`src/rtl/tlb_maint_ctrl_if.sv`:
```
`default_nettype none
// ============================================================================
// Module      : tlb_maint_ctrl_if
// Description : Request/response bundle between the pipeline and the TLB
//               maintenance controller.
// Revision    : 1.0 - initial release
// ============================================================================
interface tlb_maint_ctrl_if #(
    parameter int IDX_W = 4
);
    logic             req_valid;
    logic             req_ready;
    logic [2:0]       req_op;
    logic [4:0]       req_inv_op;
    logic [9:0]       req_asid;
    logic [31:0]      req_va;
    logic             resp_valid;
    logic             resp_hit;
    logic [IDX_W-1:0] resp_index;
    logic             busy;

    modport master (
        output req_valid, req_op, req_inv_op, req_asid, req_va,
        input  req_ready, resp_valid, resp_hit, resp_index, busy
    );

    modport slave (
        input  req_valid, req_op, req_inv_op, req_asid, req_va,
        output req_ready, resp_valid, resp_hit, resp_index, busy
    );
endinterface
`default_nettype wire

```
`src/rtl/tlb_maint_ctrl.sv`:
```
`default_nettype none
// ============================================================================
// Module      : tlb_maint_ctrl
// Description : Sequences tlbsrch/tlbrd/tlbwr/tlbfill/invtlb against the TLB,
//               arbitrates search port s1, walks entries for invtlb.
//               Define TLB_FILL_LFSR_EN to pick tlbfill victims with a 4-bit LFSR.
// Revision    : 1.0 - initial release
// ============================================================================
module tlb_maint_ctrl #(
    parameter int TLBNUM = 16,
    parameter int IDX_W  = 4
) (
    input  logic              clk,
    input  logic              resetn,
    tlb_maint_ctrl_if.slave   bus,
    input  logic [IDX_W-1:0]  csr_tlbidx_index,
    input  logic [18:0]       csr_tlbehi_vppn,
    input  logic [9:0]        csr_asid,
    input  logic              exe_lookup_valid,
    input  logic [18:0]       exe_vppn,
    input  logic              exe_va_bit12,
    output logic              exe_grant,
    output logic [18:0]       s1_vppn,
    output logic              s1_va_bit12,
    output logic [9:0]        s1_asid,
    input  logic              s1_found,
    input  logic [IDX_W-1:0]  s1_index,
    output logic [IDX_W-1:0]  r_index,
    input  logic              r_e,
    input  logic              r_g,
    input  logic [9:0]        r_asid,
    input  logic [18:0]       r_vppn,
    input  logic [5:0]        r_ps,
    output logic              tlbrd_we,
    output logic              tlb_we,
    output logic [IDX_W-1:0]  tlb_w_index,
    output logic              tlb_w_e
);
    localparam logic [IDX_W-1:0] LAST_IDX = IDX_W'(TLBNUM - 1);

    typedef enum logic [2:0] {
        S_IDLE = 3'd0,
        S_SRCH = 3'd1,
        S_RD   = 3'd2,
        S_WR   = 3'd3,
        S_FILL = 3'd4,
        S_INV  = 3'd5,
        S_RESP = 3'd6
    } state_e;

    state_e           state_q, state_d;
    logic [IDX_W-1:0] ptr_q, ptr_d;
    logic [IDX_W-1:0] fill_ctr_q, fill_ctr_d;
    logic             inv_hit_q, inv_hit_d;
    logic             resp_hit_q, resp_hit_d;
    logic [IDX_W-1:0] resp_index_q, resp_index_d;
    logic [4:0]       inv_op_q, inv_op_d;
    logic [9:0]       asid_q, asid_d;
    logic [18:0]      va_q, va_d;
    logic             va_m, asid_eq, inv_match;
    logic             req_ready_w, resp_valid_w;

`ifdef TLB_FILL_LFSR_EN
    localparam logic [IDX_W-1:0] FILL_SEED = IDX_W'(1);

    if (IDX_W != 4) begin : g_lfsr_width_chk
        $error("TLB_FILL_LFSR_EN requires IDX_W == 4");
    end

    // x^4 + x^3 + 1 Fibonacci LFSR: never reaches zero, so entry 0 is never a victim
    always_comb fill_ctr_d = {fill_ctr_q[IDX_W-2:0], fill_ctr_q[3] ^ fill_ctr_q[2]};
`else
    localparam logic [IDX_W-1:0] FILL_SEED = '0;

    always_comb fill_ctr_d = (fill_ctr_q == LAST_IDX) ? '0 : fill_ctr_q + IDX_W'(1);
`endif

    // invtlb per-entry match; huge pages compare only the upper VA bits
    always_comb begin
        va_m      = (r_ps == 6'd21) ? (r_vppn[18:9] == va_q[18:9]) : (r_vppn == va_q);
        asid_eq   = (r_asid == asid_q);
        inv_match = 1'b0;
        case (inv_op_q)
            5'd0, 5'd1: inv_match = 1'b1;
            5'd2:       inv_match = r_g;
            5'd3:       inv_match = !r_g;
            5'd4:       inv_match = !r_g && asid_eq;
            5'd5:       inv_match = !r_g && asid_eq && va_m;
            5'd6:       inv_match = (r_g || asid_eq) && va_m;
            default:    inv_match = 1'b0;
        endcase
    end

    always_comb begin
        state_d      = state_q;
        ptr_d        = ptr_q;
        inv_hit_d    = inv_hit_q;
        resp_hit_d   = resp_hit_q;
        resp_index_d = resp_index_q;
        inv_op_d     = inv_op_q;
        asid_d       = asid_q;
        va_d         = va_q;
        s1_vppn      = exe_vppn;
        s1_va_bit12  = exe_va_bit12;
        s1_asid      = csr_asid;
        exe_grant    = exe_lookup_valid && resetn;
        r_index      = csr_tlbidx_index;
        tlbrd_we     = 1'b0;
        tlb_we       = 1'b0;
        tlb_w_index  = csr_tlbidx_index;
        tlb_w_e      = 1'b0;
        resp_valid_w = 1'b0;
        req_ready_w  = resetn && (state_q == S_IDLE);

        case (state_q)
            S_IDLE: begin
                if (bus.req_valid && req_ready_w) begin
                    inv_op_d  = bus.req_inv_op;
                    asid_d    = bus.req_asid;
                    va_d      = bus.req_va[31:13];
                    inv_hit_d = 1'b0;
                    case (bus.req_op)
                        3'd0: state_d = S_SRCH;
                        3'd1: state_d = S_RD;
                        3'd2: state_d = S_WR;
                        3'd3: state_d = S_FILL;
                        3'd4: begin
                            if (bus.req_inv_op > 5'd6) begin
                                state_d    = S_RESP;
                                resp_hit_d = 1'b0;
                            end else begin
                                state_d = S_INV;
                            end
                        end
                        default: begin
                            state_d    = S_RESP;
                            resp_hit_d = 1'b0;
                        end
                    endcase
                end
            end
            S_SRCH: begin
                s1_vppn      = csr_tlbehi_vppn;
                s1_va_bit12  = 1'b0;
                s1_asid      = csr_asid;
                exe_grant    = 1'b0;
                resp_hit_d   = s1_found;
                resp_index_d = s1_index;
                state_d      = S_RESP;
            end
            S_RD: begin
                tlbrd_we   = resetn;
                resp_hit_d = 1'b0;
                state_d    = S_RESP;
            end
            S_WR: begin
                tlb_we     = resetn;
                tlb_w_e    = 1'b1;
                resp_hit_d = 1'b0;
                state_d    = S_RESP;
            end
            S_FILL: begin
                tlb_we       = resetn;
                tlb_w_index  = fill_ctr_q;
                tlb_w_e      = 1'b1;
                resp_hit_d   = 1'b0;
                resp_index_d = fill_ctr_q;
                state_d      = S_RESP;
            end
            S_INV: begin
                r_index     = ptr_q;
                tlb_w_index = ptr_q;
                if (r_e && inv_match) begin
                    tlb_we    = resetn;
                    inv_hit_d = 1'b1;
                end
                if (ptr_q == LAST_IDX) begin
                    ptr_d      = '0;
                    resp_hit_d = inv_hit_d;
                    state_d    = S_RESP;
                end else begin
                    ptr_d = ptr_q + IDX_W'(1);
                end
            end
            S_RESP: begin
                resp_valid_w = resetn;
                state_d      = S_IDLE;
            end
            default: state_d = S_IDLE;
        endcase
    end

    always_ff @(posedge clk) begin
        if (!resetn) begin
            state_q      <= S_IDLE;
            ptr_q        <= '0;
            fill_ctr_q   <= FILL_SEED;
            inv_hit_q    <= 1'b0;
            resp_hit_q   <= 1'b0;
            resp_index_q <= '0;
            inv_op_q     <= '0;
            asid_q       <= '0;
            va_q         <= '0;
        end else begin
            state_q      <= state_d;
            ptr_q        <= ptr_d;
            fill_ctr_q   <= fill_ctr_d;
            inv_hit_q    <= inv_hit_d;
            resp_hit_q   <= resp_hit_d;
            resp_index_q <= resp_index_d;
            inv_op_q     <= inv_op_d;
            asid_q       <= asid_d;
            va_q         <= va_d;
        end
    end

    assign bus.req_ready  = req_ready_w;
    assign bus.resp_valid = resp_valid_w;
    assign bus.resp_hit   = resp_hit_q;
    assign bus.resp_index = resp_index_q;
    assign bus.busy       = (state_q != S_IDLE);

endmodule
`default_nettype wire

```
`src/flat_wrapper.sv`:
```
// flat-port wrapper written by rule: the top's interface ports become plain ports
module tlb_maint_ctrl_flat 
#(
    parameter int TLBNUM = 16,
    parameter int IDX_W  = 4
)
  (clk, resetn, csr_tlbidx_index, csr_tlbehi_vppn, csr_asid, exe_lookup_valid, exe_vppn, exe_va_bit12, exe_grant, s1_vppn, s1_va_bit12, s1_asid, s1_found, s1_index, r_index, r_e, r_g, r_asid, r_vppn, r_ps, tlbrd_we, tlb_we, tlb_w_index, tlb_w_e, bus_req_valid, bus_req_op, bus_req_inv_op, bus_req_asid, bus_req_va, bus_req_ready, bus_resp_valid, bus_resp_hit, bus_resp_index, bus_busy);
  tlb_maint_ctrl_if #(.IDX_W(IDX_W)) bus_i ();
  input  logic clk;
  input  logic resetn;
  input  logic [IDX_W-1:0] csr_tlbidx_index;
  input  logic [18:0] csr_tlbehi_vppn;
  input  logic [9:0] csr_asid;
  input  logic exe_lookup_valid;
  input  logic [18:0] exe_vppn;
  input  logic exe_va_bit12;
  output logic exe_grant;
  output logic [18:0] s1_vppn;
  output logic s1_va_bit12;
  output logic [9:0] s1_asid;
  input  logic s1_found;
  input  logic [IDX_W-1:0] s1_index;
  output logic [IDX_W-1:0] r_index;
  input  logic r_e;
  input  logic r_g;
  input  logic [9:0] r_asid;
  input  logic [18:0] r_vppn;
  input  logic [5:0] r_ps;
  output logic tlbrd_we;
  output logic tlb_we;
  output logic [IDX_W-1:0] tlb_w_index;
  output logic tlb_w_e;
  input wire logic [$bits(bus_i.req_valid)-1:0] bus_req_valid;
  input wire logic [$bits(bus_i.req_op)-1:0] bus_req_op;
  input wire logic [$bits(bus_i.req_inv_op)-1:0] bus_req_inv_op;
  input wire logic [$bits(bus_i.req_asid)-1:0] bus_req_asid;
  input wire logic [$bits(bus_i.req_va)-1:0] bus_req_va;
  output wire logic [$bits(bus_i.req_ready)-1:0] bus_req_ready;
  output wire logic [$bits(bus_i.resp_valid)-1:0] bus_resp_valid;
  output wire logic [$bits(bus_i.resp_hit)-1:0] bus_resp_hit;
  output wire logic [$bits(bus_i.resp_index)-1:0] bus_resp_index;
  output wire logic [$bits(bus_i.busy)-1:0] bus_busy;
  assign bus_i.req_valid = bus_req_valid;
  assign bus_i.req_op = bus_req_op;
  assign bus_i.req_inv_op = bus_req_inv_op;
  assign bus_i.req_asid = bus_req_asid;
  assign bus_i.req_va = bus_req_va;
  assign bus_req_ready = bus_i.req_ready;
  assign bus_resp_valid = bus_i.resp_valid;
  assign bus_resp_hit = bus_i.resp_hit;
  assign bus_resp_index = bus_i.resp_index;
  assign bus_busy = bus_i.busy;
  tlb_maint_ctrl #(.TLBNUM(TLBNUM), .IDX_W(IDX_W)) u_core (.clk(clk), .resetn(resetn), .bus(bus_i), .csr_tlbidx_index(csr_tlbidx_index), .csr_tlbehi_vppn(csr_tlbehi_vppn), .csr_asid(csr_asid), .exe_lookup_valid(exe_lookup_valid), .exe_vppn(exe_vppn), .exe_va_bit12(exe_va_bit12), .exe_grant(exe_grant), .s1_vppn(s1_vppn), .s1_va_bit12(s1_va_bit12), .s1_asid(s1_asid), .s1_found(s1_found), .s1_index(s1_index), .r_index(r_index), .r_e(r_e), .r_g(r_g), .r_asid(r_asid), .r_vppn(r_vppn), .r_ps(r_ps), .tlbrd_we(tlbrd_we), .tlb_we(tlb_we), .tlb_w_index(tlb_w_index), .tlb_w_e(tlb_w_e));
endmodule
```
`config.mk`:
```
export PLATFORM = sky130hd
export DESIGN_NAME = tlb_maint_ctrl_flat
export DESIGN_NICKNAME = d
export VERILOG_FILES = /design/src/rtl/tlb_maint_ctrl_if.sv /design/src/rtl/tlb_maint_ctrl.sv /design/src/flat_wrapper.sv
export SDC_FILE = /design/constraint.sdc
export NUM_CORES = 1
export LEC_CHECK = 0
export BUFFER_PORTS_ARGS = -buffer_cell sky130_fd_sc_hd__buf_2
export CAP_MARGIN = 10
export CORE_ASPECT_RATIO = 0.75
export CORE_MARGIN = 2
export CORE_UTILIZATION = 35
export CTS_CLUSTER_DIAMETER = 150
export DETAILED_ROUTE_END_ITERATION = 16
export PLACE_DENSITY = 0.74
export SYNTH_ARGS = -nofsm -noshare
export SYNTH_HDL_FRONTEND = slang
export SYNTH_SLANG_ARGS = --single-unit
```
`constraint.sdc`:
```
create_clock -name clk -period 1.8 [get_ports clk]
set_input_delay 0.09 -clock clk [delete_from_list [all_inputs] [get_ports clk]]
set_output_delay 0.09 -clock clk [all_outputs]
set_load 0.01 [all_outputs]
```
==> results summary, run 1 <==
The height of the chip came out at 82.7 um. The share of flip-flops with an asynchronous set or reset came out at 0%. The number of nets in the synthesized netlist came out at 524. The CTS sink count came out at 51. The TritonCTS clock tree is built. Dividing the detail-routed wire length by the instance count gives 14.9 um.

After synthesis the cells add up to 2890 sq um. The maximum number of pins on one net before global-route repair is 36. The average instance area after synthesis came out at 7.76 sq um. In this run the critical register-to-register path is launched from u_core.asid_q[6]. The number of max-cap violations is 0. The row count came out at 28.

The repair_antennas step left the layout with diodes totalling 0. The clock transition at the registers of the reported paths came out at 0.09 ns. The placed wire-length estimate is 7.09 mm. Timing analysis after detailed placement gives a worst setup slack of -0.0146 ns.

The global-route congestion overflow total is 0. The number of max-slew violations in the final report came out at 0. Routability-driven placement finished with a final weighted congestion of 0.820. The later-pin clock latency in the skew report came out at 0.31 ns. In this run the worst setup path begins at u_core.asid_q[6].

The smallest clock period supported by the final layout is computed as 2.07 ns. The fraction of post-synthesis cell area in the top cell type by area is 35.3%. The first global-routing pass estimated 13.8 mm of wire.

The clock arrives with 0.0116 ns of skew. The detailed-route wire length came out at 9.56 mm. Setup repair after global routing could not meet its margin everywhere. The maximum vdd drop came out at 367 uV. The count of different cell masters after synthesis is 43.

The via count of the first global-routing pass is 2800. The critical path launch point type is a flip-flop. The leading area contributor after synthesis is dfxtp_1.

The cell count after synthesis is 373. The checks that failed: negative setup slack. Headroom to the max-slew limit came out at 47.9%. In this run the worst hold path is classified as in -> reg. The final setup violation count came out at 1. The count of nets after finishing is 688. The first TritonRoute pass finished after 4 iterations. The H-tree depth reported by CTS came out at 2.

The number of enable-type register cells in the synthesized netlist came out at 0. In this run the horizontal extent of the chip is 109 um. The path with the worst hold slack has its endpoint at u_core.asid_q[6]. For this run, the leading register cell type out of synthesis is dfxtp_1. The aggregate global-route resource usage is 19.7%.

The number of buffers added by the clock tree synthesis step is 5. The share of the core filled with cells came out at 53.5%. The sort of element at the end of the critical path is an output pin.

The number of warnings issued by yosys is 0. STA puts the critical path data required time at 1.71 ns. The share of the cycle needed by the critical path after routing came out at 115%. The area added between synthesis and finish is 47.1%. The run finished, with violations left. The core region area came out at 7950 sq um. The initial antenna violation count is 0. The detailed-route via count came out at 3154. In this run the power density over the cells is 664 nW/um^2. The maximum clock path buffer count came out at 2.

The share of layout cells above drive strength 1 came out at 42.6%. The launch point of the worst hold path is bus_req_asid[6]. The remaining antenna violation count is 0. The setup TNS is -0.272 ns. The endpoint identified for the worst register-to-register timing path is u_core.inv_hit_q. Counting flops and latches in the post-synthesis netlist gives 51.

Power comes to 2.82 mW. The top-level I/O count is 199. The worst hold path stage count is 3. The critical path is of the reg -> out type. The count of final hold-check violations came to 0. The worst hold margin came out at 0.0108 ns.

The register-to-register setup slack came out at 0.07 ns. The post-synthesis sequential area ratio came out at 35.3%. The maximum fanout along the worst path is 2. The leakage power total came out at 1.86 nW. Once the floorplan was initialized, standard cells occupied 36.4% of the core. The count of buffers added on input and output ports is 165.

The final critical-path setup slack came out at -0.272 ns. The detailed router finished its first iteration with 158 violations. At the pin with the least slew margin, the transition time is 0.780 ns. Dividing the detail-routed via count by the number of cells gives 4.91. Data on the critical path arrives at its endpoint at 1.98 ns. The depth of the worst register-to-register path is 6. The area of the die is 9020 sq um. Yosys attributes the largest share of cell area to dfxtp_1 35%, nand2_1 13%, xnor2_1 8.5%.

Static timing analysis puts the maximum clock frequency at 483 MHz. The clock root buffer is clkbuf_8. For this run, design rule violations remaining after detail routing come to 0. The hold-fix buffer count after cts is 0.
[stage by stage]
step | cells | instance area, sq um
2_1_floorplan | 373 | 2890
3_3_place_gp | 626 | 3810
3_5_place_dp | 626 | 3810
4_1_cts | 640 | 4170
6_report | 643 | 4250
5_1_grt | 643 | 4250
[synthesized netlist by cell type (3+ instances only)]
master	n
buf_4	15
a31oi_1	3
a22oi_1	4
nand3_1	8
mux2i_1	4
dfxtp_1	51
a21oi_1	48
mux2_2	19
clkbuf_1	9
o21ai_0	10
and3_1	3
buf_2	4
nand4_1	5
nand2_1	101
inv_1	7
nor2_1	12
nor3_1	8
xnor2_1	28
xor2_1	5
[routing by layer]
| metal | global-route usage, % | routed length, um | vias to the layer above | part of all wire, % |
|---|---|---|---|---|
| met2 | 32.6 | 4440 | 123 | 46 |
| met5 | 0 | 0 | - | 0 |
| met4 | 3.59 | 72 | 0 | 0.75 |
| li1 | - | - | 1582 | - |
| met1 | 26.8 | 4250 | 1440 | 44 |
| met3 | 4.08 | 793 | 9 | 8.3 |
[cell type report]
class	instances	area, sq um
fillers	791	3700
clock inverters	2	35.0
inverters	8	30.0
repair buffers	186	1180
clock buffers	6	82.6
flip-flops and latches	51	1030
multi-input cells	285	1770
well taps	105	131
[sequential cells by signal, indices dropped and copies added, names as in the netlist]
| signal | flops |
|---|---|
| u_core.state_q | 3 |
| u_core.fill_ctr_q | 4 |
| u_core.bus.resp_index | 4 |
| u_core.inv_op_q | 5 |
| u_core.bus.resp_hit | 1 |
| u_core.ptr_q | 4 |
| u_core.va_q | 19 |
| u_core.inv_hit_q | 1 |
| u_core.asid_q | 10 |
[power breakdown]
| group | switching, mW | total [mW] | internal [mW] |
|---|---|---|---|
| Sequential | 0.0480 | 1.24 | 1.19 |
| Clock | 0.386 | 0.836 | 0.450 |
| Combinational | 0.370 | 0.753 | 0.383 |
[worst max path at each step]
| stage | to | cells past startpoint |
|---|---|---|
| after floorplan | s1_vppn[14] | 5 |
| after global placement | tlb_we | 6 |
| after detailed placement | tlb_we | 6 |
| after CTS | tlb_we | 6 |
| after global routing | tlb_we | 6 |
| final | tlb_we | 6 |
[worst max-delay path, cell delays in order (launching register included)]
cell	delay (ns)
dfxtp_2	0.33
xor2_1	0.15
or4_4	0.55
nor3_4	0.15
o2111ai_2	0.14
a31oi_1	0.18
buf_2	0.18
[kinds of logic after synthesis]
logic type	count (synthesis)	share of synthesized area, %
and+or+nand+nor	153	23.6
adders and majority gates	2	0.865
AOI/OAI and AO/OA	74	14.3
muxes	23	8.78
xor gates and xnor gates	33	9.99
buffers and inverters	37	7.18
DFF	51	35.3
[placed cells by master (no fill, tap or decap), types with 2 or more instances in the layout]
cell type / n
a21oi_1: 48
a221oi_1: 2
a22oi_1: 4
a31oi_1: 3
and2_1: 2
and3_1: 3
buf_12: 2
buf_16: 2
buf_2: 150
buf_4: 11
buf_6: 19
clkbuf_8: 6
dfxtp_1: 47
dfxtp_2: 4
ha_1: 2
inv_1: 7
mux2_2: 6
mux2_4: 13
mux2i_1: 4
nand2_1: 101
nand2b_1: 2
nand3_1: 8
nand4_1: 5
nor2_1: 12
nor3_1: 5
nor3_2: 2
nor3_4: 2
o21ai_0: 9
xnor2_1: 28
xor2_1: 5
[repair_timing]
action                                  4_1_cts  5_1_grt
pin swaps                                     3        6
gates resized for setup                      36       16
endpoints found under the setup margin       12       32
gates cloned                                  2        1
endpoints found under the hold margin         0        0
buffers inserted                              4        4
Power figures use the tool's default switching activity.
==> run 2: changes to the inputs <==
Settings changed: BUFFER_PORTS_ARGS -buffer_cell sky130_fd_sc_hd__buf_2 to unset, CTS_BUF_LIST set to sky130_fd_sc_hd__clkbuf_4 sky130_fd_sc_hd__clkbuf_8, DONT_BUFFER_PORTS set to 1, PLACE_DENSITY 0.74 to 0.53.
==> run 2 against run 1 <==
  * Total power decreased by 7.0%
  * Combinational power decreased by 24%
  * Sequential power about the same
  * Sequential cell count unchanged
  * Clock power decreased by 2%
  * Highest routed layer unchanged
  * Sequential share of layout area increased by 3.9 points
  * Utilization decreased by 7.4 points
  * Clock skew decreased by 0.0037 ns
  * The flow still finishes with violations (negative setup slack)
  * Largest power group unchanged
==> results summary, run 2 (synthesis gave the netlist of run 1 again) <==
The setup skew after layout is 0.00787 ns. The number of non-filler instances in the completed layout is 518. The critical path launch point type is a flip-flop.

The core region area came out at 7950 sq um. The flow ran to the end, but the final reports show violations. The number of search-and-repair iterations in the first detailed-routing pass came out at 4.

The via count of the first global-routing pass is 2538. The final weighted congestion of routability-driven global placement came out at 0.807. For this design the total switching power over the nets is 756 uW. Clock tree synthesis found a total of 51 sinks. The internal power consumption came out at 1.87 mW. The leakage power total came out at 1.28 nW. In this run the vertical extent of the chip is 82.7 um. The global-route congestion overflow total is 0. The worst setup path is captured at an output pin. The class of the worst hold path is in -> reg. The number of cells after detailed placement came out at 467. Pin placement for this block handled 199 I/O pins. The maximum clock path buffer count is 2.

The switching power as a share of total power came out at 28.8%. The final setup violation count is 1. The initial antenna violation count was 0. The maximum number of pins on one net before global-route repair is 36. The row count came out at 28. Timing would allow up to 499 MHz. In the layout the commonest cells are 101 x nand2_1, 48 x a21oi_1, 48 x dfxtp_1, 39 x dlygate4sd3_1, 28 x xnor2_1.

The required time of the worst setup path came out at 1.71 ns. The later pin in the worst-skew pair is clocked with a latency of 0.31 ns. The wire length of the first global-routing pass came out at 13.1 mm. For this run, design rule violations remaining after detail routing come to 0. In this run the cell area measured after placement is 3010 sq um. The flip-flop count of the largest register after layout is 19. Max-cap violations in this run came to 0.

Dividing the detail-routed wire length by the instance count gives 17.2 um. The clock root buffer is clkbuf_8. The final critical-path setup slack came out at -0.204 ns. Summing internal, switching and leakage power gives 2.63 mW.

The remaining antenna violation count came out at 0. The setup TNS is -0.204 ns. The share of total power in the clock network came out at 31.2%. The die is 109 um wide.

The H-tree was split into 2 levels. Dividing total power by cell area gives a power density of 717 nW/um^2. The total non-filler cell area in the finished layout came out at 3660 sq um.

The part of the power in registers is 47.1%. The number of max-slew violations in the final report came out at 0. The TritonCTS clock tree is built. More flip-flops sit in one register than any other, and that register is u_core.va_q.

The worst setup path is of the reg -> out kind. The count of final hold-check violations is 0. The area added between synthesis and finish is 26.6%. The maximum fanout along the worst path came out at 2. The detailed-route wire length came out at 8.90 mm. Buffers placed on the I/O ports in this run total 0.

In the final layout, the share of cells above drive strength 1 is 15.3%. The pre-CTS setup slack came out at 0.0470 ns. At the pin with the least slew margin, the transition time is 0.421 ns. For this block, the initial DRC count from the detailed router was 193.

The relative slew slack came out at 71.9%. The maximum vdd drop came out at 298 uV. The final critical path time including I/O delays and setup is 2.00 ns.

The initial utilization of the core area, before any placement, comes to 36.4%. The checks that failed: negative setup slack. The library cell used most frequently in the layout, excluding fill and tap cells, is nand2_1. The number of buffers added by the clock tree synthesis step is 5. The number of diodes added for antenna fixing came out at 0. The area of the die is 9020 sq um. The aggregate global-route resource usage is 19.4%. The largest registers in the layout are u_core.va_q x19, u_core.asid_q x10, u_core.inv_op_q x5.

The ratio of routed vias to standard cells came out at 5.10. The share of the cycle needed by the critical path after routing came out at 111%. The data arrival at the endpoint of the critical path came out at 1.91 ns. The portion of total power attributed to combinational logic came out at 21.7%. The clock transition at the registers of the reported paths is 0.10 ns. The detailed-route via count came out at 2643.

Setup repair after global routing could not meet its margin everywhere. The count of nets after finishing is 563. The placed wire-length estimate came out at 6.55 mm.
## run 2: cell count changes in the layout (fill, tap and decap cells not counted), sizes merged
cell         before  now
dlygate4sd3       0   39
clkinv            1    2
buf             185   20
## run 2: layout make-up
class	count	area [sq um]
clock buffers	5	68.8
clock inverters	3	43.8
fillers	823	4290
inverters	8	30.0
multi-input cells	285	1730
flip-flops and latches	51	1020
well taps	105	131
repair buffers	61	632
## run 2: power by group through the flow
stage	Clock, mW	Sequential (mW)	Combinational [mW]
4_1_cts	0.854	1.24	0.548
5_1_grt	0.896	1.25	0.624
3_5_place_dp	0	1.26	0.471
3_3_place_gp	0	1.26	0.467
6_report	0.820	1.24	0.569
2_1_floorplan	0	1.25	0.379
## run 2: worst paths after layout
path                                        from                  endpoint  slack (ns)  depth (start not counted)
worst min-delay path                 s1_index[1]  u_core.bus.resp_index[1]        0.02                          2
worst min register to register  u_core.asid_q[6]          u_core.asid_q[6]        0.47                          2
worst max register to register  u_core.asid_q[6]       u_core.bus.resp_hit        0.07                          7
worst max-delay path            u_core.asid_q[6]                    tlb_we       -0.20                          6
## run 2: worst max-delay path: stages, from the launching register on
cell and delay, ns:
dfxtp_2 0.33, xor2_1 0.15, or4_4 0.52, nor3_2 0.14, o2111ai_2 0.13, a31oi_1 0.19, buf_4 0.15
## run 2: per-stage QoR
stage	util [%]	hold WS [ns]
finish	46.1	0.0159
global route	46.1	0.0241
CTS	44.6	0.00408
detailed placement	37.9	0.180
global placement	37.9	0.180
floorplan	-	0.226
## run 2: repair_timing
| item | in CTS | in global routing |
|---|---|---|
| hold endpoints to repair | 42 | 0 |
| pin swaps | 4 | 2 |
| gates resized for setup | 6 | 14 |
| buffers inserted | 1 | 1 |
| hold buffers | 39 | 0 |
| gates cloned | 0 | 2 |
| setup endpoints to repair | 1 | 14 |
## run 2: routing by layer
metal  GRT usage (%)  up-vias  routed length, um
met5               0        -                  0
met2            32.0       97               4230
met4            6.28        0                120
li1                -     1336                  -
met1            25.0     1199               3900
met3            4.63       11                651
==> run 3: changes to the inputs <==
Settings changed: HOLD_SLACK_MARGIN set to 0.12.
==> run 3 against run 2 <==
  * Utilization is 0.50 points higher
  * Sequential power hardly changed
  * Cell count is 0.77% higher
  * Sequential cell count stayed put
  * Setup slack hardly changed
  * Largest cell class unchanged
  * Via count is 1.5% higher
  * Clock power hardly changed
  * Maximum frequency hardly changed
  * Clock skew hardly changed
  * The flow still finishes with violations (negative setup slack)
  * Wire length is 0.44% higher
  * Design area is 1.1% higher
  * Die area stayed put
  * Critical endpoint unchanged
==> results summary, run 3 (synthesis gave the netlist of run 1 again) <==
The run finished, with violations left. The final reports fail on negative setup slack. The number of diodes added for antenna fixing came out at 0.

The number of max-cap violations is 0. In the layout the commonest cells are 101 x nand2_1, 48 x a21oi_1, 48 x dfxtp_1, 43 x dlygate4sd3_1, 28 x xnor2_1. The area of the die is 9020 sq um. Setup repair after global routing could not meet its margin everywhere. Following the worst setup path forward leads to its endpoint at tlb_we. The startpoint identified for the worst register-to-register timing path is u_core.asid_q[6].

The leakage power total is 1.30 nW. The root buffer cell chosen for the clock tree is clkbuf_8. The detailed-route wire length came out at 8.94 mm. The largest stage delay on the critical path is 0.52 ns. In this run the critical register-to-register path is captured at u_core.bus.resp_hit. Headroom to the max-slew limit came out at 71.7%. The critical path starts at u_core.asid_q[6]. The row count is 28. The initial antenna violation count came to 0. Based on the critical path, the design can be clocked at up to 499 MHz. The flip-flop count of the largest register after layout came out at 19.

The family with the most delay on the worst path is simple AND/OR/NAND/NOR gates. The setup TNS came out at -0.204 ns. At the pin with the least slew margin, the transition time is 0.421 ns. The depth of the worst register-to-register path came out at 7. The effective utilization at floorplan is 36.4%. The placed wire-length estimate is 6.55 mm.

The via count of the first global-routing pass was 2580. The share of the cycle needed by the critical path after routing came out at 111%. The register ranked first by flip-flop count is u_core.va_q. The signal on the critical path passes through xor2_1, or4_4, nor3_2, o2111ai_2, a31oi_1, buf_4.

The critical path in this run is classified as reg -> out. The critical path launch point type is a flip-flop. The setup skew after layout is 0.00769 ns. The CTS sink count came out at 51. The H-tree depth reported by CTS came out at 2. In the final routed layout, each cell accounts on average for 17.1 um.

The detailed router finished its first iteration with 165 violations. The worst setup path is captured at an output pin. The number of buffers added by the clock tree synthesis step came out at 5. The remaining antenna violation count is 0. The number of buffers and inverters on the critical path is 1. The core region is 7950 sq um. The depth of the critical timing path with buffers and inverters included is 6.

Leaving out fill and tap cells, the most frequent cell in the layout is nand2_1. The number of filler cells placed in the layout is 814. The final setup violation count came out at 1.

The maximum clock path buffer count came out at 2. The min-delay analysis places its worst path in the category in -> reg. The ratio of routed vias to standard cells is 5.14. The number of non-filler instances in the completed layout came out at 522. The maximum number of pins on one net before global-route repair is 36.

Across the VDD grid, the largest voltage drop is 298 uV. Summing internal, switching and leakage power gives 2.63 mW. The largest registers in the layout are u_core.va_q x19, u_core.asid_q x10, u_core.inv_op_q x5. The count of final hold-check violations came out at 0. The die span in x came out at 109 um.

In this run the tool buffered the top-level ports with 0 buffer cells. After clock tree synthesis, the clock-pin slew on the worst setup and hold paths is 0.09 ns. The slowest library cell on the worst path is or4_4.

The share of the core filled with cells is 46.6%. For the finished layout, the period the worst path requires is 2.00 ns. The remaining routing DRC violations is 0.

The area added between synthesis and finish came out at 28.0%. The number of search-and-repair iterations in the first detailed-routing pass is 4. The register-to-register setup slack came out at 0.07 ns. The maximum fanout along the worst path is 2. Once routing completed, OpenROAD measured the worst setup slack at -0.204 ns. The later-pin clock latency in the skew report came out at 0.31 ns. In this run the most critical hold path is launched from resetn. The number of cells after detailed placement is 467. Global routing finished with a remaining overflow of 0. The share of layout cells above drive strength 1 is 15.1%.

The wire length of the first global-routing pass came out at 13.3 mm. The height of the chip came out at 82.7 um. For the worst setup path, the data arrival time is 1.91 ns. TritonCTS built the clock tree.

Dividing total power by cell area gives a power density of 711 nW/um^2. The top-level I/O count is 199. The number of max-slew violations in the final report is 0. The count of nets after finishing came out at 567. The detailed-route via count is 2683. The aggregate global-route resource usage came out at 19.6%. On the final layout, the worst hold slack is 0.151 ns. The congestion estimate from routability-driven global placement came to 0.807.

The required time of the worst setup path is 1.71 ns.
-- run 3: changes by cell type in the layout (fill, tap and decap cells not counted), sizes merged --
| cell | before | now |
|---|---|---|
| dlygate4sd3 | 39 | 43 |
-- run 3: metrics by stage --
stage | worst slack, ns | cell area (sq um)
3_3_place_gp | 0.0300 | 3010
6_report | -0.204 | 3700
3_5_place_dp | 0.0470 | 3010
4_1_cts | -0.227 | 3590
2_1_floorplan | 0.120 | 2890
5_1_grt | -0.357 | 3700
-- run 3: metal layers --
layer / part of all wire [%] / track usage, % / wire [um]
met1: 44 / 25.0 / 3940
met5: 0 / 0 / 0
met3: 7.0 / 4.47 / 623
met4: 1.2 / 6.03 / 107
met2: 48 / 33.0 / 4270
-- run 3: what timing repair did --
action / in CTS / in global routing
endpoints found under the hold margin: 44 / 0
pin swaps: 4 / 2
gates resized for setup: 6 / 14
hold buffers: 43 / 0
gates cloned: 0 / 2
setup buffers: 1 / 1
endpoints found under the setup margin: 1 / 14
-- run 3: report_power, final --
| group | switching, mW | internal, mW |
|---|---|---|
| Sequential | 0.0510 | 1.19 |
| Clock | 0.405 | 0.415 |
| Combinational | 0.301 | 0.275 |
-- run 3: area by class of cell --
class                           instances  area, sq um  area share (%)
Sequential cell                        51         1020            27.7
Multi-Input combinational cell        285         1730            46.8
Inverter                                8         30.0           0.811
Clock inverter                          3         43.8            1.18
Tap cell                              105          131            3.55
Clock buffer                            5         68.8            1.86
Timing Repair Buffer                   65          672            18.1
-- run 3: how the worst min path moves through the flow --
stage / slack [ns] / cells past startpoint / to
global placement: 0.18 / 0 / s1_asid[9]
floorplan: 0.23 / 2 / u_core.inv_op_q[3]
detailed placement: 0.18 / 0 / s1_asid[9]
CTS: 0.12 / 4 / u_core.state_q[1]
finish: 0.15 / 3 / u_core.ptr_q[2]
global route: 0.16 / 4 / u_core.state_q[1]
-- run 3: worst register-to-register path: cells and delay by family, from the launching register on --
family / cells / cell delay, ns
DFF: 1 / 0.33
and+or+nand+nor: 2 / 0.67
xor gates and xnor gates: 1 / 0.15
AOI/OAI and AO/OA: 2 / 0.23
buffers and inverters: 2 / 0.27
